**src/rtl/watch_mode_ctrl.sv**
```systemverilog
// watch_mode_ctrl: button front end and mode sequencer for a digital watch.
// Three raw buttons are synchronized, debounced and turned into one-cycle
// press events, which drive a CLOCK/SET/STOPWATCH/ALARM mode machine.
module watch_mode_ctrl #(
    parameter int DB_CYC     = 20,
    parameter int BLINK_HALF = 500,
    parameter int SET_TMO    = 10000
) (
    input  logic       CLK,
    input  logic       RSTN,
    input  logic       BTN_MODE,
    input  logic       BTN_SEL,
    input  logic       BTN_INC,
    input  logic       SW3,
    output logic [1:0] MODE,
    output logic [1:0] SET_FIELD,
    output logic       INC_PULSE,
    output logic       SW_EN,
    output logic       SW_START,
    output logic       BLINK
);

    // Counter widths cover both the normal limits and the debug limits (2/4/16).
    localparam int DB_W = $clog2((DB_CYC > 2 ? DB_CYC : 2) + 1);
    localparam int BL_W = $clog2((BLINK_HALF > 4 ? BLINK_HALF : 4) + 1);
    localparam int TM_W = $clog2((SET_TMO > 16 ? SET_TMO : 16) + 1);

    typedef enum logic [1:0] {
        MODE_CLOCK     = 2'd0,
        MODE_SET       = 2'd1,
        MODE_STOPWATCH = 2'd2,
        MODE_ALARM     = 2'd3
    } mode_t;

    // Terminal counts (limit minus one); SW3 swaps in short debug limits live.
    logic [DB_W-1:0] db_max;
    logic [BL_W-1:0] blink_max;
    logic [TM_W-1:0] tmo_max;

    assign db_max    = SW3 ? DB_W'(1)  : DB_W'(DB_CYC - 1);
    assign blink_max = SW3 ? BL_W'(3)  : BL_W'(BLINK_HALF - 1);
    assign tmo_max   = SW3 ? TM_W'(15) : TM_W'(SET_TMO - 1);

    // Bit 0 = MODE, bit 1 = SEL, bit 2 = INC.
    logic [2:0]            raw;
    logic [2:0]            sync1;
    logic [2:0]            sync2;
    logic [2:0]            level;
    logic [2:0]            level_d;
    logic [2:0]            press;
    logic [2:0][DB_W-1:0]  db_cnt;

    assign raw = {BTN_INC, BTN_SEL, BTN_MODE};

    // Synchronize each button, then flip its debounced level after a stable run.
    always_ff @(posedge CLK or negedge RSTN) begin
        if (!RSTN) begin
            sync1   <= '0;
            sync2   <= '0;
            level   <= '0;
            level_d <= '0;
            db_cnt  <= '0;
        end else begin
            sync1   <= raw;
            sync2   <= sync1;
            level_d <= level;
            for (int i = 0; i < 3; i++) begin
                if (sync2[i] != level[i]) begin
                    if (db_cnt[i] >= db_max) begin
                        level[i]  <= sync2[i];
                        db_cnt[i] <= '0;
                    end else begin
                        db_cnt[i] <= db_cnt[i] + 1'b1;
                    end
                end else begin
                    db_cnt[i] <= '0;
                end
            end
        end
    end

    // A press is the cycle right after the debounced level rises.
    logic mode_ev;
    logic sel_ev;
    logic inc_ev;
    logic any_ev;

    assign press   = level & ~level_d;
    assign mode_ev = press[0];
    assign sel_ev  = press[1] & ~press[0];
    assign inc_ev  = press[2] & ~press[1] & ~press[0];
    assign any_ev  = |press;

    mode_t           mode_q, mode_n;
    logic [1:0]      field_q, field_n;
    logic [TM_W-1:0] tmo_q, tmo_n;
    logic [BL_W-1:0] blink_cnt_q, blink_cnt_n;
    logic            blink_q, blink_n;
    logic            inc_q, inc_n;
    logic            start_q, start_n;
    logic            swen_q, swen_n;

    // Mode machine state and registered outputs.
    always_ff @(posedge CLK or negedge RSTN) begin
        if (!RSTN) begin
            mode_q      <= MODE_CLOCK;
            field_q     <= '0;
            tmo_q       <= '0;
            blink_cnt_q <= '0;
            blink_q     <= 1'b0;
            inc_q       <= 1'b0;
            start_q     <= 1'b0;
            swen_q      <= 1'b0;
        end else begin
            mode_q      <= mode_n;
            field_q     <= field_n;
            tmo_q       <= tmo_n;
            blink_cnt_q <= blink_cnt_n;
            blink_q     <= blink_n;
            inc_q       <= inc_n;
            start_q     <= start_n;
            swen_q      <= swen_n;
        end
    end

    // Next-state: MODE press wins; SET edits/blinks/times out; STOPWATCH pulses.
    always_comb begin
        mode_n      = mode_q;
        field_n     = field_q;
        tmo_n       = tmo_q;
        blink_cnt_n = blink_cnt_q;
        blink_n     = blink_q;
        inc_n       = 1'b0;
        start_n     = 1'b0;
        swen_n      = 1'b1;
        if (mode_ev) begin
            unique case (mode_q)
                MODE_CLOCK:     mode_n = MODE_SET;
                MODE_SET:       mode_n = MODE_STOPWATCH;
                MODE_STOPWATCH: mode_n = MODE_ALARM;
                MODE_ALARM:     mode_n = MODE_CLOCK;
            endcase
            field_n     = '0;
            tmo_n       = '0;
            blink_cnt_n = '0;
            blink_n     = 1'b0;
        end else begin
            case (mode_q)
                MODE_SET: begin
                    if (sel_ev) begin
                        field_n = field_q + 2'd1;
                    end
                    inc_n = inc_ev;
                    if (blink_cnt_q >= blink_max) begin
                        blink_n     = ~blink_q;
                        blink_cnt_n = '0;
                    end else begin
                        blink_cnt_n = blink_cnt_q + 1'b1;
                    end
                    if (any_ev) begin
                        tmo_n = '0;
                    end else if (tmo_q >= tmo_max) begin
                        mode_n      = MODE_CLOCK;
                        field_n     = '0;
                        tmo_n       = '0;
                        blink_cnt_n = '0;
                        blink_n     = 1'b0;
                    end else begin
                        tmo_n = tmo_q + 1'b1;
                    end
                end
                MODE_STOPWATCH: begin
                    start_n = sel_ev;
                    swen_n  = ~inc_ev;
                end
                default: ;
            endcase
        end
    end

    assign MODE      = mode_q;
    assign SET_FIELD = field_q;
    assign INC_PULSE = inc_q;
    assign SW_START  = start_q;
    assign SW_EN     = swen_q;
    assign BLINK     = blink_q;

endmodule
```
**config.mk**
```make
export PLATFORM = sky130hd
export DESIGN_NAME = watch_mode_ctrl
export DESIGN_NICKNAME = d
export VERILOG_FILES = /design/src/rtl/watch_mode_ctrl.sv
export SDC_FILE = /design/constraint.sdc
export NUM_CORES = 1
export LEC_CHECK = 0
export BUFFER_PORTS_ARGS = -buffer_cell sky130_fd_sc_hd__buf_2
export CELL_PAD_IN_SITES_DETAIL_PLACEMENT = 0
export CELL_PAD_IN_SITES_GLOBAL_PLACEMENT = 1
export CORE_UTILIZATION = 45
export CTS_BUF_LIST = sky130_fd_sc_hd__clkbuf_4
export DETAILED_ROUTE_END_ITERATION = 12
export PLACE_DENSITY = 0.77
export SYNTH_ARGS = -nofsm -noshare
export SYNTH_HDL_FRONTEND = slang
export SYNTH_SLANG_ARGS = --single-unit
```
**constraint.sdc**
```tcl
create_clock -name CLK -period 2.14 [get_ports CLK]
set_clock_uncertainty 0.2 [all_clocks]
set_input_delay 0.107 -clock CLK [delete_from_list [all_inputs] [get_ports CLK]]
set_output_delay 0.107 -clock CLK [all_outputs]
set_load 0.005 [all_outputs]
```
# Yosys cells after proc, flatten, opt, wreduce, memory -nomap -nowiden
# Index checks and enable logic that the tools add are counted.
# totals
register_bits	58
input_bits	6
out_inout_bits	8
# op_classes
reduce_logical	8
bitwise_logic	9
magnitude_cmp	5
eq_ne	7
addsub	6
n_mux	39
# op_table
cell	count
$mux W14	5
$mux W9	6
$mux W5	7
$mux W2	9
$add A5 B1 Y5 const B	3
$ge A5 B5 Y1	3
$add A14 B1 Y14 const B	1
$ge A14 B14 Y1	1
$mux W1	11
$add A9 B1 Y9 const B	1
$ge A9 B9 Y1	1
$pmux W2 S4	1
$reduce_and A2 Y1	3
$eq A2 B2 Y1 const B	2
$not A1 Y1	4
$reduce_bool A2 Y1	2
$and A1 B1 Y1	3
$and A3 B3 Y3	1
$ne A1 B1 Y1	3
$not A3 Y3	1
$reduce_and A3 Y1	1
$reduce_or A3 Y1	1
$add A2 B1 Y2 const B	1
$eq A2 B1 Y1 const B	1
other kinds (2)	2

# Depth between registers and ports, before layout
# depth
word_depth	9
depth_mapped	9
ltp_nobuf	7

# Least setup slack after synthesis
# No wires, ideal clock.
# synth_path
path_kind	reg-to-reg
startpoint	register blink_cnt_q[0]
endpoint	register blink_cnt_q[2]
path_slack_ns	0.054
period_less_slack_ns	2.086
arrival_ns	1.790
setup_time_ns	0.096
path_stages_with_launch	8
path_cell_list	dfrtp_1 > ha_1 > a2111oi_2 > nor3_1 > a211o_1 > a21oi_2 > nor2_2 > nor4_2
# synth_via
elab_chain_len	6
elab_cells_between_ends	7
# synth_lines
item	line	rtl
start: declaration	97	logic [BL_W-1:0] blink_cnt_q, blink_cnt_n;
start signal: assignment	118	blink_cnt_q <= blink_cnt_n;
$add A9 B1 Y9 / $ge A9 B9 Y1 (equally long branches)	158, 154	
$mux W9 *	154	if (blink_cnt_q >= blink_max) begin
$mux W9	162	end else if (tmo_q >= tmo_max) begin
$mux W9 *	160	if (any_ev) begin
$mux W9 *	148	case (mode_q)
$mux W9 *	136	if (mode_ev) begin
# Every way passes the cells marked *; elsewhere a longest branch is shown, timed or not. The select of a mux whose other input is x is not followed.
# A chain may end at the register's enable or synchronous reset.

# Worst setup path after layout
# layout_path
startpoint	register tmo_q[9]
endpoint	register tmo_q[6]
# layout_via
elab_chain_len	5
# layout_lines
item	line	rtl
start: declaration	96	logic [TM_W-1:0] tmo_q, tmo_n;
start signal: assignment	117	tmo_q <= tmo_n;
$ge A14 B14 Y1	162	
$mux W14	162	
$mux W14	160	
$mux W14	148	
$mux W14	136	
# No other way between the ends. The select of a mux whose other input is x is not followed.

==> run metrics <==
status=complete, but fails checks; failing checks=design-rule violations; initial DRC count=120; Placer Congestion=0.8572; CTS tree=yes; mux contribution to synthesized area=1.786%; vias in the first global route=2353; Vias=2415; Post-Synth Adder-Cell Area=9.555%; worst hold slack=0.02235 ns; met2 Track Usage GR=31.82%; final core occ=57.82%; most frequent cell after synthesis=dfrtp_1; cts bufs inserted=9; Worst Hold Class=in2async; design area=3714 sq um; unrepaired setup endpoints after global routing=true; flop2flop setup slack=0.03 ns; row cnt=29; largest family of logic cells by synthesized area=simple AND/OR/NAND/NOR gates; simple-gate share of the synthesized area=21.31%; leakage power=1.748 nW; Area Growth Syn to Fin=23.31%; Mapped Area=3012 sq um; Synth top area share=48.19%; DP HPWL=4658 microns; WP data required=2.25 ns; busiest grt layer=met2; Worst Path Arrival=2.22 ns; CP endpoint kind=register; Initial Util=46.89%; initial antenna violation count=0; first-pass iteration count of the detailed router=8; share of cells above drive strength 1=25.00%; clock sinks=58; Net Sw Power=1.540 mW; I/O Buffers=13; first-pass GRT wire length=11200 microns; Max Slew Vio Count=0; H-tree level count=3; die height=83.81 microns; final WL=6605 microns; DP Area=3366 sq um; I/O pin count=14; final worst slack=0.03111 ns; post-synth net total=328; Worst-Skew Late Latency=0.41 ns; FMAX=0.4742 GHz; fin crit share=98.55%; Seq pwr share=38.0%; Slew Limit Headroom=64.41%; Detail Route Antenna Nets=0; Post-Synthesis Cells=299; GR Util All Layers=20.53%; worst setup path end=tmo_q[6]; #FFs+latches synth=58; mean number of vias per cell=5.577; CTS clk-pin slew, worst paths=0.10 ns; M1 GR Usage=27.41%; final setup vio count=0; worst-margin pin slew=0.5339 ns; DRC viols=7; critical path class=reg2reg; Gate power share=41.8%; core box area=6422 sq um; area leader, netlist=dfrtp_1; Final nets=380; clk root buf=clkbuf_4; reg2reg start=tmo_q[9]; fin crit period=2.109 ns; synth unique cells=46; Final Hold Viols=0; Synth Area in XOR/XNOR=4.071%; Synth async-reset ratio=100.0%; Reg-to-Reg End=tmo_q[6]; grt ovf=0; maximum root-to-sink buffer count=2; maxcap violations=0; worst slack, placed=-0.02558 ns; worst reg2reg path depth=8; met3 Track Usage GR=4.055%; largest net degree at the start of global routing=39; DR WL/cell=15.25 microns; Worst Path Max Fanout=3; CP Launch Point=tmo_q[9]; EDFF count, synth=0; Internal=2.371 mW; Synth Warn #=0; ys flop type=dfrtp_1; maximum vdd ir drop=0.5149 mV; die area=7023 sq um; Sw Share=39.39%; compound-gate portion of the synthesized area=13.21%; clock network fraction of total power=20.3%; Post-synth top cells=58 x dfrtp_1, 24 x nand3_1, 23 x ha_1, 23 x o21ai_0, 22 x nor2_1; part of the Yosys area used for sequential elements=48.19%; setup TNS=0 ns; chip width=83.81 microns; largest cells by area after synthesis=dfrtp_1 48%, ha_1 9.6%, nand3_1 4.0%, o21ai_0 3.8%, a21oi_1 3.0%; Antenna Cells=0; CP Launch Type=register; power per cell area=1053 nW/um^2; Syn Area/Cell=10.07 sq um
-- cells in the final DEF (no fill, tap or decap), types with 3 or more instances in the layout --
cell type / synthesis / final
dlygate4sd3_1: 0 / 5
nand3_1: 24 / 23
clkbuf_4: 0 / 9
xor2_1: 10 / 10
o21ai_1: 0 / 6
inv_1: 5 / 5
mux2_2: 3 / 3
a21o_1: 4 / 4
a2111o_1: 3 / 3
a21oi_2: 1 / 3
buf_2: 0 / 13
nor3_1: 12 / 10
and3_1: 14 / 13
nand4_1: 3 / 3
dfrtp_1: 58 / 58
buf_4: 0 / 28
nor4_2: 1 / 4
xnor2_1: 4 / 4
ha_1: 23 / 22
o21ai_0: 23 / 17
nand2_1: 21 / 20
clkinvlp_4: 0 / 3
a21oi_1: 18 / 16
o22ai_1: 3 / 3
nand2b_1: 3 / 3
nor2_1: 22 / 21
-- worst min path at each step --
stage	slack, ns	to	start
after global routing	0.05	blink_cnt_q[7]	RSTN
after detailed placement	-0.08	blink_cnt_q[8]	RSTN
after floorplan	-0.39	BLINK	RSTN
final	0.02	blink_cnt_q[7]	RSTN
after CTS	0.002	tmo_q[6]	RSTN
after global placement	-0.09	blink_cnt_q[8]	RSTN
-- repair_timing --
item	CTS	global route
setup buffers	0	2
endpoints found under the setup margin	5	24
hold buffers	5	0
cloned	0	0
pin swaps	1	14
resized for setup	2	30
endpoints found under the hold margin	61	0
-- layer usage --
layer / vias up / wire, microns
met5: - / 0
met3: 11 / 167
met4: 0 / 119
li1: 1200 / -
met2: 36 / 3045
met1: 1168 / 3272
-- power by group through the flow --
stage	combinational [mW]	clock (mW)	sequential [mW]
floorplan	0.965	0	1.49
global placement	1.47	0	1.50
detailed placement	1.48	0	1.51
CTS	1.51	0.821	1.48
global route	1.82	0.865	1.52
finish	1.63	0.792	1.49
-- critical path: stages (launching register included) --
cell and delay (ns):
dfrtp_1 0.42, ha_4 0.27, and4bb_2 0.25, o22ai_4 0.09, a21oi_2 0.16, nor2_1 0.07
buf_4 0.17, a31o_4 0.22, a21o_1 0.16
-- flip-flops by register name, summed over array words and instances, names as in the netlist --
register / count
db_cnt: 15
tmo_q: 14
blink_cnt_q: 9
level: 3
level_d: 3
sync1: 3
sync2: 3
MODE: 2
SET_FIELD: 2
BLINK: 1
INC_PULSE: 1
SW_EN: 1
SW_START: 1
-- cell families after synthesis --
group                    count (synthesis)
AND/OR/NAND/NOR                        123
AO/OA/AOI/OAI                           63
flip-flops                              58
adder cells (fa/ha/maj)                 23
XOR/XNOR                                14
buffers and inverters                   13
multiplexers                             5
-- layout make-up --
class	instances	area [sq um]
clock buffers	9	67.56
clock inverters	7	70.07
fillers	548	2709
inverters	5	18.77
multi-input cells	228	1642
flip-flops and latches	58	1451
well taps	77	96.34
repair buffers	49	367.9
-- through the flow --
| step | std cells | power [mW] |
|---|---|---|
| 4_1_cts | 431 | 3.811 |
| 6_report | 433 | 3.911 |
| 2_1_floorplan | 299 | 2.456 |
| 3_3_place_gp | 410 | 2.964 |
| 3_5_place_dp | 410 | 2.991 |
| 5_1_grt | 433 | 4.203 |
No activity file was read; power rests on OpenSTA's default activity.
